[config.mk]
export PLATFORM = sky130hd
export DESIGN_NAME = rx_conn_arbiter
export DESIGN_NICKNAME = d
export VERILOG_FILES = /design/src/rtl/rx_conn_arbiter.sv
export SDC_FILE = /design/constraint.sdc
export NUM_CORES = 1
export LEC_CHECK = 0
export BUFFER_PORTS_ARGS = -buffer_cell sky130_fd_sc_hd__buf_4
export CAP_MARGIN = 15
export CORE_AREA = 8 8 284 286
export DETAILED_ROUTE_END_ITERATION = 10
export DIE_AREA = 0 0 292 294
export GPL_ROUTABILITY_DRIVEN = 0
export PLACE_DENSITY = 0.5
export SLEW_MARGIN = 20
export SYNTH_ARGS = -nofsm -noshare
export SYNTH_HDL_FRONTEND = slang
export SYNTH_SLANG_ARGS = --single-unit
[constraint.sdc]
create_clock -name clk -period 5.7 [get_ports clk]
set_input_delay 1.14 -clock clk [delete_from_list [all_inputs] [get_ports clk]]
set_output_delay 1.14 -clock clk [all_outputs]
set_load 0.1 [all_outputs]
[src/rtl/rx_conn_arbiter.sv]
// rx_conn_arbiter
//
// Merges four upstream connection lanes into one packet-atomic stream for the
// rx transaction layer. Arbitration is round-robin between packets. Once a
// multi-beat packet starts, its lane stays locked until the last beat. The
// merged stream leaves through a 2-entry output FIFO, so there is one cycle of
// latency and a full beat per cycle of throughput.
//
// Ports
//   clk, reset_n           single rising-edge clock, asynchronous active-low reset
//   lane_data/conn_id/last upstream beat per lane (lane i at slice i)
//   lane_valid/lane_ready  upstream handshake per lane
//   rx_data/connection_id  merged beat and its connection id
//   rx_last/rx_valid       merged end-of-packet marker and beat-present flag
//   rx_ready               downstream accept
//   pkt_cnt                per-lane accepted-packet counters (16 bits per lane)
//
// Configuration
//   RX_ARB_PKT_CNT_EN      when defined, builds the per-lane packet counters.
//                          When undefined, pkt_cnt is tied to zero.

module rx_conn_arbiter #(
  parameter int DATA_W = 128,
  parameter int LANES  = 4
) (
  input  logic                    clk,
  input  logic                    reset_n,
  input  logic [LANES*DATA_W-1:0] lane_data,
  input  logic [LANES*4-1:0]      lane_conn_id,
  input  logic [LANES-1:0]        lane_last,
  input  logic [LANES-1:0]        lane_valid,
  output logic [LANES-1:0]        lane_ready,
  output logic [DATA_W-1:0]       rx_data,
  output logic [3:0]              rx_connection_id,
  output logic                    rx_last,
  output logic                    rx_valid,
  input  logic                    rx_ready,
  output logic [LANES*16-1:0]     pkt_cnt
);

  localparam logic [0:0] ST_IDLE   = 1'b0;
  localparam logic [0:0] ST_LOCKED = 1'b1;
  localparam int         ENTRY_W   = DATA_W + 5;

  logic [0:0]         state;
  logic [1:0]         grant;
  logic [1:0]         rr_ptr;

  logic [ENTRY_W-1:0] fifo_mem [2];
  logic               wr_idx;
  logic               rd_idx;
  logic [1:0]         fifo_cnt;
  logic               fifo_not_full;

  logic               idle_found;
  logic [1:0]         idle_lane;
  logic [1:0]         cand;
  logic [LANES-1:0]   ready_raw;
  logic [1:0]         sel_lane;
  logic               accept;
  logic               pop;
  logic [ENTRY_W-1:0] push_entry;

  assign fifo_not_full = (fifo_cnt != 2'd2);
  assign rx_valid      = (fifo_cnt != 2'd0);
  assign pop           = rx_valid & rx_ready;

  // Round-robin search starting one past the lane that finished the last
  // packet. The pointer itself is checked last (k = 4 wraps to offset 0).
  always_comb begin
    idle_found = 1'b0;
    idle_lane  = 2'd0;
    cand       = 2'd0;
    for (int k = 1; k <= LANES; k++) begin
      cand = rr_ptr + k[1:0];
      if (!idle_found && lane_valid[cand]) begin
        idle_found = 1'b1;
        idle_lane  = cand;
      end
    end
  end

  // Ready comes only from registered state and lane_valid. rx_ready is not
  // used, so a full FIFO blocks the accept even when a pop is happening.
  always_comb begin
    ready_raw = '0;
    if (fifo_not_full) begin
      if (state == ST_LOCKED) begin
        ready_raw[grant] = 1'b1;
      end else if (idle_found) begin
        ready_raw[idle_lane] = 1'b1;
      end
    end
  end

  // Force ready low while reset is asserted. Without this, an empty FIFO in
  // IDLE would advertise ready during reset.
  assign lane_ready = reset_n ? ready_raw : '0;

  assign sel_lane   = (state == ST_LOCKED) ? grant : idle_lane;
  assign accept     = |(lane_valid & lane_ready);
  assign push_entry = {lane_last[sel_lane],
                       lane_conn_id[int'(sel_lane)*4 +: 4],
                       lane_data[int'(sel_lane)*DATA_W +: DATA_W]};

  // Packet lock. Only the last beat of a packet moves the round-robin pointer.
  always_ff @(posedge clk or negedge reset_n) begin
    if (!reset_n) begin
      state  <= ST_IDLE;
      grant  <= 2'd0;
      rr_ptr <= 2'd3;
    end else if (accept) begin
      if (lane_last[sel_lane]) begin
        state  <= ST_IDLE;
        rr_ptr <= sel_lane;
      end else begin
        state  <= ST_LOCKED;
        grant  <= sel_lane;
      end
    end
  end

  // Two-entry output FIFO. The storage is reset so that rx_* read zero while
  // reset is held.
  always_ff @(posedge clk or negedge reset_n) begin
    if (!reset_n) begin
      for (int i = 0; i < 2; i++) begin
        fifo_mem[i] <= '0;
      end
      wr_idx   <= 1'b0;
      rd_idx   <= 1'b0;
      fifo_cnt <= 2'd0;
    end else begin
      if (accept) begin
        fifo_mem[wr_idx] <= push_entry;
        wr_idx           <= ~wr_idx;
      end
      if (pop) begin
        rd_idx <= ~rd_idx;
      end
      case ({accept, pop})
        2'b10:   fifo_cnt <= fifo_cnt + 2'd1;
        2'b01:   fifo_cnt <= fifo_cnt - 2'd1;
        default: fifo_cnt <= fifo_cnt;
      endcase
    end
  end

  assign {rx_last, rx_connection_id, rx_data} = fifo_mem[rd_idx];

`ifdef RX_ARB_PKT_CNT_EN
  logic [15:0] cnt_q [LANES];

  // Counts accepted last beats per lane. Each counter wraps naturally at 16 bits.
  always_ff @(posedge clk or negedge reset_n) begin
    if (!reset_n) begin
      for (int i = 0; i < LANES; i++) begin
        cnt_q[i] <= 16'd0;
      end
    end else begin
      for (int i = 0; i < LANES; i++) begin
        if (lane_valid[i] && lane_ready[i] && lane_last[i]) begin
          cnt_q[i] <= cnt_q[i] + 16'd1;
        end
      end
    end
  end

  always_comb begin
    pkt_cnt = '0;
    for (int i = 0; i < LANES; i++) begin
      pkt_cnt[i*16 +: 16] = cnt_q[i];
    end
  end
`else
  assign pkt_cnt = '0;
`endif

endmodule

==> summary.md, run 1 <==
| Metric | Value |
|---|---|
| R2R cell count | `8` |
| Synth Area in Simple Gates | `3.84%` |
| Synthesized instance count | `1710` |
| # H-tree levels | `2` |
| Distinct cells, synth | `53` |
| Number of flops mapped to enable cells by yosys | `0` |
| Hold Crit Depth | `1` |
| Area leader, netlist | `dfrtp_1` |
| Final setup violation count | `0` |
| Worst Max-Slew Pin Slew | `1.22 ns` |
| Top post-synthesis cells by count | `mux2i_1, dfrtp_1, inv_1, nand2_1, o21ai_0` |
| Max FO, Critical Path | `6` |
| Boundary Pins | `741` |
| Overall Global Routing Usage | `12.8%` |
| CTS sink cnt | `275` |
| Highest metal layer with signal wires | `met4` |
| Clock Skews | `0.0149 ns` |
| Post-synthesis xor/xnor area fraction | `0.196%` |
| First-pass GRT wire length | `88000 um` |
| Core Rows | `102` |
| Required @ worst endpoint | `4.56 ns` |
| Final nets | `2880` |
| Post-synthesis register bit count | `275` |
| Die W | `292 um` |
| Via count | `14000` |
| Max Fclk | `0.251 GHz` |
| Detailed Place HPWL | `45300 um` |
| Metal2 WL | `30400 um` |
| Cts repair resizes | `0` |
| CTS Buffer Depth | `3` |
| CTS tree | `yes` |
| Post-synthesis mux area share | `38.6%` |
| Seq/Total Area, Yosys | `38.5%` |
| Setup_tns | `0 ns` |
| Clk Tree Root Cell | `clkbuf_16` |
| Max-slew headroom | `18.9%` |
| Max-Cap Viols | `0` |
| Post-route minimum period | `3.98 ns` |
| Detailed Route Iter0 Violations | `487` |
| Share of cells above drive strength 1 | `37.9%` |
| Largest family of logic cells by synthesized area | `multiplexers` |
| WL met3 | `3780 um` |
| Top-count cell post-synth | `mux2i_1` |
| Final-report max-slew violation count | `0` |
| Wirelength per Cell | `17.4 um` |
| R2R setup slack | `2.68 ns` |
| Synth Area in Compound Gates | `5.23%` |
| Worst EP arrival | `2.84 ns` |
| Number of setup buffers added after CTS | `0` |
| Fin crit share | `69.9%` |
| Metal-1 WL | `22900 um` |
| Top FF cell, synth | `dfrtp_1` |
| Routed Antenna Nets | `0` |
| TritonRoute pass-1 iters | `4` |
| RSZ-0062 raised after global routing | `no` |
| Cell Area, Synth | `17900 sq um` |
| Status | `complete, no violations` |
| Clock edge transition at the registers on the reported setup and hold paths | `0.05 ns` |
| Total detailed-routing wirelength | `58200 um` |
| Syn avg cell area | `10.5 sq um` |
| Top cells by area, synth | `dfrtp_1, mux2i_1, mux2_2` |
| Critical path class | `in2out` |
| Synth top area share | `38.2%` |
| Area added between synthesis and finish | `36.6%` |
| CORE AREA | `76400 sq um` |
| Largest net degree at the start of global routing | `124` |
| Antenna violations before repair | `3` |
| GRT Residual Overflow | `0` |
| CTS hold repair buffers | `0` |
| Ys async rst share | `100%` |
| CP Launch Type | `input pin` |
| Clock latency on the worst-skew pair | `0.52 ns` |
| Worst setup EP type | `output pin` |
| Die area | `85800 sq um` |
| Yosys warns | `0` |
| Starting density of the core | `23.4%` |
| Cts bufs inserted | `35` |
| Vias in the first global route | `15400` |
| Min-delay worst type | `reg2reg` |
| Die Height | `294 um` |
| Final-report hold violation count | `0` |
| Adder-Cell Fraction of Synth Area | `0.0700%` |
| Via-to-Cell Ratio | `4.18` |
| Port bufs | `676` |
| # fillers | `7859` |
| # DRC | `0` |
-- metal layers --
layer / global-route usage (%) / up-vias
met5: 0 / -
met4: 3.38 / 0
met3: 3.48 / 66
met2: 23.6 / 430
met1: 14.4 / 6670
li1: - / 6824
-- kinds of logic after synthesis --
family / count (synthesis)
AO/OA/AOI/OAI: 162
XOR/XNOR: 4
adder cells (fa/ha/maj): 1
buffers and inverters: 438
flip-flops: 275
multiplexers: 666
other: 1
AND/OR/NAND/NOR: 163
-- sequential cells by signal (all words and copies together) (netlist names) --
name      cells
fifo_cnt      2
grant         2
rd_idx        1
wr_idx        1
fifo_mem    266
rr_ptr        2
state         1
-- cell type report --
type | instances | area, sq um | area share (%)
clock buffer | 54 | 1050 | 4.30
antenna | 3 | 7.51 | 0.0307
clock inverter | 2 | 38.8 | 0.159
timing repair buffer | 698 | 5350 | 21.9
multi-input combinational | 1060 | 8850 | 36.2
tap | 988 | 1240 | 5.06
inverter | 270 | 1010 | 4.15
sequential | 275 | 6890 | 28.2
-- final timing paths --
check,startpoint,end
max in group asynchronous,reset_n,fifo_mem[254]$_DFFE_PN0P_
min in group asynchronous,reset_n,fifo_mem[204]$_DFFE_PN0P_
max,lane_valid[2],lane_ready[3]
max reg2reg,state$_DFFE_PN0P_,fifo_mem[138]$_DFFE_PN0P_
min reg2reg,fifo_mem[265]$_DFFE_PN0P_,fifo_mem[265]$_DFFE_PN0P_
min,fifo_mem[265]$_DFFE_PN0P_,fifo_mem[265]$_DFFE_PN0P_
-- layout by cell type (no fill, tap or decap), types with 8 or more instances in the layout --
cell type    n
buf_12       8
buf_4      689
clkbuf_1    11
clkbuf_16   37
conb_1      64
dfrtp_1    272
inv_1      270
mux2_2     116
mux2_4      17
mux2i_1    530
nand2_1    136
o21ai_0    134
-- through the flow --
step | setup WS (ns) | utilization [%] | instances | hold slack (ns) | cell area, sq um
finish | 1.72 | 32.0 | 3350 | 0.483 | 24400
floorplan | 0.274 | - | 1773 | 0.452 | 18100
CTS | 1.69 | 31.9 | 3347 | 0.465 | 24400
global placement | 1.67 | 30.5 | 3291 | 0.465 | 23300
detailed placement | 1.69 | 30.5 | 3291 | 0.481 | 23300
global route | 1.63 | 32.0 | 3350 | 0.488 | 24400
-- critical path, stage by stage --
cell and delay (ns):
buf_4 0.14, or2_1 0.26, o31ai_2 0.40, nor3_2 0.13, a21oi_1 0.38, nor3_1 0.11, buf_4 0.27
Power of run 1 is left out: the tool's default activity adds up to more than one toggle a clock period on the data nets, which glitch-free logic cannot reach.
==> run 2: changes to the inputs <==
==> constraint.sdc (replaced) <==
create_clock -name clk -period 3.9 [get_ports clk]
set_input_delay 0.78 -clock clk [delete_from_list [all_inputs] [get_ports clk]]
set_output_delay 0.78 -clock clk [all_outputs]
set_load 0.1 [all_outputs]
==> run 2 against run 1 <==
  * Clock-buffer cell count down 2
  * Critical path depth down 1
  * Wire length increased by 4.3%
  * Core utilization up 0.31 points
  * Flip-flop and latch count unchanged
  * Sequential share of layout area down 0.27 points
  * Cell count up 0.66%
  * Largest cell class unchanged
  * Hold slack worse by 0.42 ns
  * Clock skew is 0.0044 ns lower
  * Via count increased by 1.1%
==> summary.md, run 2 (synthesized netlist as in run 1, its figures left out) <==
| Metric | Value |
|---|---|
| Status | `complete, no violations` |
| Total detailed-routing wirelength | `60700 um (+4.3%)` |
| Detailed Place HPWL | `47800 um (+5.4%)` |
| Commonest non-fill, non-tap cell in the layout | `buf_4` |
| Setup_tns | `0 ns (unchanged)` |
| Clock latency on the worst-skew pair | `0.52 ns (about the same)` |
| # DRC | `0 (unchanged)` |
| # H-tree levels | `2 (unchanged)` |
| Final-report hold violation count | `0 (unchanged)` |
| Largest register FFs | `266 (unchanged)` |
| Port bufs | `676 (unchanged)` |
| CTS Buffer Depth | `3 (unchanged)` |
| Worst path slowest cell | `dfstp_2` |
| R2R setup slack | `1.15 ns (-1.53 ns)` |
| Via-to-Cell Ratio | `4.19 (+0.39%)` |
| Max-Cap Viols | `0 (unchanged)` |
| Routed Antenna Nets | `0 (unchanged)` |
| R2R cell count | `8 (unchanged)` |
| Wirelength per Cell | `18.0 um (+3.7%)` |
| R2R Path End | `fifo_mem[186]$_DFFE_PN0P_` |
| Die W | `292 um (unchanged)` |
| CORE AREA | `76400 sq um (unchanged)` |
| Cts repair resizes | `0 (unchanged)` |
| Die Height | `294 um (unchanged)` |
| TritonRoute pass-1 iters | `4 (unchanged)` |
| Min-delay worst type | `in2async` |
| RSZ-0062 raised after global routing | `no` |
| Via count | `14100 (+1.1%)` |
| Reg-to-Reg Start | `state$_DFFE_PN0P_` |
| Clock Skews | `0.0105 ns (-0.00441 ns)` |
| Worst Max-Slew Pin Slew | `0.982 ns (-0.235 ns)` |
| GRT Residual Overflow | `0 (unchanged)` |
| Core Rows | `102 (unchanged)` |
| Biggest register | `fifo_mem` |
| Critical path class | `reg2out` |
| Overall Global Routing Usage | `13.4% (+0.67 points)` |
| Clk Tree Root Cell | `clkbuf_16` |
| Boundary Pins | `741 (unchanged)` |
| Post-route minimum period | `3.35 ns` |
| Required @ worst endpoint | `3.12 ns (-1.44 ns)` |
| Max FO, Critical Path | `5 (-1)` |
| Fin crit share | `85.8%` |
| Cts bufs inserted | `34 (-2.9%)` |
| Starting density of the core | `23.4% (unchanged)` |
| Final nets | `2900 (+0.69%)` |
| Most frequent cells in the layout | `buf_4, mux2i_1, dfrtp_1, inv_1, nand2_1` |
| Area added between synthesis and finish | `37.9%` |
| Clock edge transition at the registers on the reported setup and hold paths | `0.05 ns (about the same)` |
| Vias in the first global route | `15900 (+3.1%)` |
| Final-report max-slew violation count | `0 (unchanged)` |
| Largest net degree at the start of global routing | `144 (+16%)` |
| Crit path top cell by count | `nor3_2` |
| Number of setup buffers added after CTS | `0 (unchanged)` |
| Max-slew headroom | `34.6% (+16 points)` |
| CTS tree | `yes` |
| CTS hold repair buffers | `0 (unchanged)` |
| CP cell instances | `and2b_1 -> nor4b_4 -> nor3_2 -> a21oi_1 -> nor3_2 -> buf_4` |
| Worst setup EP type | `output pin` |
| CP Launch Type | `flop` |
| Worst EP arrival | `2.57 ns (-0.27 ns)` |
| Max Fclk | `0.299 GHz` |
| Antenna violations before repair | `3 (unchanged)` |
| CP peak stage delay | `0.56 ns (+0.16 ns)` |
| First-pass GRT wire length | `92000 um (+4.7%)` |
| Detailed Route Iter0 Violations | `401 (-18%)` |
| CTS sink cnt | `275 (unchanged)` |
| Final setup violation count | `0 (unchanged)` |
| Share of cells above drive strength 1 | `38.6% (+0.79 points)` |
| Die area | `85800 sq um (unchanged)` |
==> run 2: cell types whose count changed in the layout (fill, tap and decap cells not counted), sizes merged <==
cell / delta
buf: +21
clkinv: +4
diode: -2
inv: +1
clkbuf: -2
==> run 2: worst max-delay path: cells and delay by family, from the launching register on <==
kind | cells | cell delay (ns)
compound gates | 1 | 0.31
flops | 1 | 0.56
buf+inv | 1 | 0.27
simple gates | 4 | 0.90
==> run 2: worst max path at each step <==
| stage | from | endpoint | slack [ns] | cells past startpoint |
|---|---|---|---|---|
| 2_1_floorplan | rd_idx$_DFFE_PN0P_ | rx_connection_id[3] | 0.001 | 4 |
| 3_3_place_gp | lane_valid[2] | fifo_mem[186]$_DFFE_PN0P_ | 0.65 | 9 |
| 3_5_place_dp | lane_valid[2] | fifo_mem[186]$_DFFE_PN0P_ | 0.60 | 9 |
| 4_1_cts | rr_ptr[0]$_DFFE_PN1P_ | lane_ready[3] | 0.49 | 6 |
| 5_1_grt | rr_ptr[0]$_DFFE_PN1P_ | lane_ready[3] | 0.37 | 6 |
| 6_report | rr_ptr[0]$_DFFE_PN1P_ | lane_ready[3] | 0.55 | 6 |
==> run 2: area by class of cell <==
type | count | area (sq um)
Tap cell | 988 | 1240
Fill cell | 7818 | 51800
Clock inverter | 7 | 63.8
Clock buffer | 52 | 1010
Inverter | 270 | 1010
Multi-Input combinational cell | 1060 | 8860
Antenna cell | 1 | 2.50
Sequential cell | 275 | 6890
Timing Repair Buffer | 719 | 5590
==> run 2: stage by stage <==
step | cell area [sq um] | hold WS (ns) | instances | setup slack, ns | utilization (%)
4_1_cts | 24700 | 0.0197 | 3371 | 0.494 | 32.3
6_report | 24700 | 0.0633 | 3372 | 0.555 | 32.3
2_1_floorplan | 18100 | 0.452 | 1773 | 0.00126 | -
5_1_grt | 24700 | 0.0275 | 3371 | 0.367 | 32.3
3_3_place_gp | 23600 | 0.465 | 3312 | 0.651 | 30.9
3_5_place_dp | 23600 | 0.473 | 3312 | 0.605 | 30.9
==> run 2: layer usage <==
layer	up-vias	part of all wire [%]	GRT usage (%)	wire length, um
met4	0	2.7	4.04	1660
met2	469	52	24.7	31300
met1	6721	39	15.1	24000
met3	80	6.3	3.55	3830
met5	-	0	0	0
li1	6867	-	-	-
Power of run 2 is left out for the same reason.
==> run 3: changes to the inputs <==
--- a/config.mk
+++ b/config.mk
@@ -5,7 +5,7 @@
 export SDC_FILE = /design/constraint.sdc
 export NUM_CORES = 1
 export LEC_CHECK = 0
-export BUFFER_PORTS_ARGS = -buffer_cell sky130_fd_sc_hd__buf_4
+export BUFFER_PORTS_ARGS = -buffer_cell sky130_fd_sc_hd__buf_2
 export CAP_MARGIN = 15
 export CORE_AREA = 8 8 284 286
 export DETAILED_ROUTE_END_ITERATION = 10
==> run 3 against run 2 <==
  * Flip-flop and latch count stayed put
  * Die area stayed put
  * Hold slack better by 0.024 ns
  * Cell area is 6.7% lower
  * Critical path depth stayed put
  * First-iteration DRC count is 10% lower
  * Non-clock buffer count is 6 lower
  * Via count is 2.5% lower
  * Clock skew is 0.014 ns higher
  * Maximum frequency is 3.1% lower
  * Sequential share of layout area is 2.0 points higher
==> summary.md, run 3 (synthesized netlist as in run 1, its figures left out) <==
| Metric | Value |
|---|---|
| Required @ worst endpoint | `3.12 ns (about the same)` |
| Worst EP arrival | `2.67 ns (+0.10 ns)` |
| Clock edge transition at the registers on the reported setup and hold paths | `0.06 ns (about the same)` |
| Most frequent cells in the layout | `buf_2, mux2i_1, dfrtp_1, inv_1, nand2_1` |
| Die Height | `294 um (unchanged)` |
| Worst Max-Slew Pin Slew | `0.953 ns (-0.0284 ns)` |
| TritonRoute pass-1 iters | `4 (unchanged)` |
| Die area | `85800 sq um (unchanged)` |
| Final nets | `2894 (-0.21%)` |
| # DRC | `0 (unchanged)` |
| Commonest non-fill, non-tap cell in the layout | `buf_2` |
| Port bufs | `676 (unchanged)` |
| Reg-to-Reg Start | `rr_ptr[1]$_DFFE_PN1P_` |
| Die W | `292 um (unchanged)` |
| Largest net degree at the start of global routing | `136 (-5.6%)` |
| Critical path class | `reg2out` |
| Number of setup buffers added after CTS | `0 (unchanged)` |
| R2R Path End | `fifo_mem[157]$_DFFE_PN0P_` |
| Worst setup EP type | `output pin` |
| Post-route minimum period | `3.45 ns (+0.107 ns)` |
| Boundary Pins | `741 (unchanged)` |
| Area added between synthesis and finish | `28.7%` |
| Max Fclk | `0.290 GHz (-3.1%)` |
| Max-Cap Viols | `0 (unchanged)` |
| Final setup violation count | `0 (unchanged)` |
| Clk Tree Root Cell | `clkbuf_16` |
| Via count | `13800 (-2.5%)` |
| Wirelength per Cell | `16.4 um (-8.7%)` |
| CTS sink cnt | `275 (unchanged)` |
| Starting density of the core | `23.4% (unchanged)` |
| Min-delay worst type | `in2async` |
| Share of cells above drive strength 1 | `38.6% (-0.087 points)` |
| Final-report max-slew violation count | `0 (unchanged)` |
| Vias in the first global route | `14700 (-7.2%)` |
| Detailed Route Iter0 Violations | `361 (-10%)` |
| Final-report hold violation count | `0 (unchanged)` |
| Clock latency on the worst-skew pair | `0.53 ns (about the same)` |
| RSZ-0062 raised after global routing | `no` |
| GRT Residual Overflow | `0 (unchanged)` |
| Fin crit share | `88.5% (+2.7 points)` |
| R2R setup slack | `1.13 ns (-0.02 ns)` |
| Setup_tns | `0 ns (unchanged)` |
| CP Launch Type | `flop` |
| CORE AREA | `76400 sq um (unchanged)` |
| Routed Antenna Nets | `0 (unchanged)` |
| Antenna violations before repair | `3 (unchanged)` |
| Max FO, Critical Path | `5 (unchanged)` |
| Cts repair resizes | `0 (unchanged)` |
| R2R cell count | `7 (-1)` |
| CTS hold repair buffers | `0 (unchanged)` |
| Via-to-Cell Ratio | `4.09 (-2.4%)` |
| First-pass GRT wire length | `84700 um (-8.0%)` |
| Largest register FFs | `266 (unchanged)` |
| Total detailed-routing wirelength | `55400 um (-8.8%)` |
| Core Rows | `102 (unchanged)` |
| Clock Skews | `0.0243 ns (+0.0138 ns)` |
| Max-slew headroom | `36.4% (+1.9 points)` |
| Status | `complete, no violations` |
| CTS Buffer Depth | `3 (unchanged)` |
| CTS tree | `yes` |
| Detailed Place HPWL | `43100 um (-9.8%)` |
| Cts bufs inserted | `34 (unchanged)` |
| # H-tree levels | `2 (unchanged)` |
| Biggest register | `fifo_mem` |
| Overall Global Routing Usage | `12.2% (-1.2 points)` |
## run 3: how the worst max path moves through the flow
| stage | from | to | slack (ns) | cells past startpoint |
|---|---|---|---|---|
| after floorplan | rd_idx$_DFFE_PN0P_ | rx_connection_id[3] | 0.001 | 4 |
| after global placement | lane_valid[0] | lane_ready[2] | 0.60 | 7 |
| after detailed placement | lane_valid[0] | lane_ready[2] | 0.58 | 7 |
| after CTS | rr_ptr[1]$_DFFE_PN1P_ | lane_ready[2] | 0.39 | 6 |
| after global routing | rr_ptr[1]$_DFFE_PN1P_ | lane_ready[2] | 0.27 | 6 |
| final | rr_ptr[0]$_DFFE_PN1P_ | lane_ready[2] | 0.45 | 6 |
## run 3: area by class of cell
type                    instances  area (sq um)
fillers                      8138         53400
well taps                     988          1240
repair buffers                713          3910
clock inverters                 5          27.5
flip-flops and latches        275          6890
inverters                     270          1010
multi-input cells            1060          8860
diodes                          2          5.00
clock buffers                  55          1080
## run 3: metal layers
layer / global-route usage, % / vias to the layer above / share of wire, %
met5: 0 / - / 0.022
met4: 3.01 / 2 / 2.0
met3: 3.48 / 58 / 6.5
met2: 22.1 / 444 / 51
met1: 14.1 / 6402 / 41
li1: - / 6875 / -
## run 3: worst max-delay path, stage by stage (launching register included)
cell     delay (ns)
dfstp_2        0.57
and2b_1        0.23
nor4b_4        0.40
o31ai_4        0.14
nor3_2         0.40
buf_4          0.22
buf_12         0.17
## run 3: through the flow
step	hold WS, ns	instance area (sq um)	instances	worst slack, ns	utilization, %
after floorplan	0.452	18100	1773	0.00126	-
after CTS	0.0423	23000	3366	0.392	30.1
after global routing	0.0553	23000	3366	0.273	30.1
after global placement	0.473	21900	3306	0.602	28.7
after detailed placement	0.473	21900	3306	0.585	28.7
final	0.0877	23000	3368	0.448	30.1
Power of run 3 is left out for the same reason.
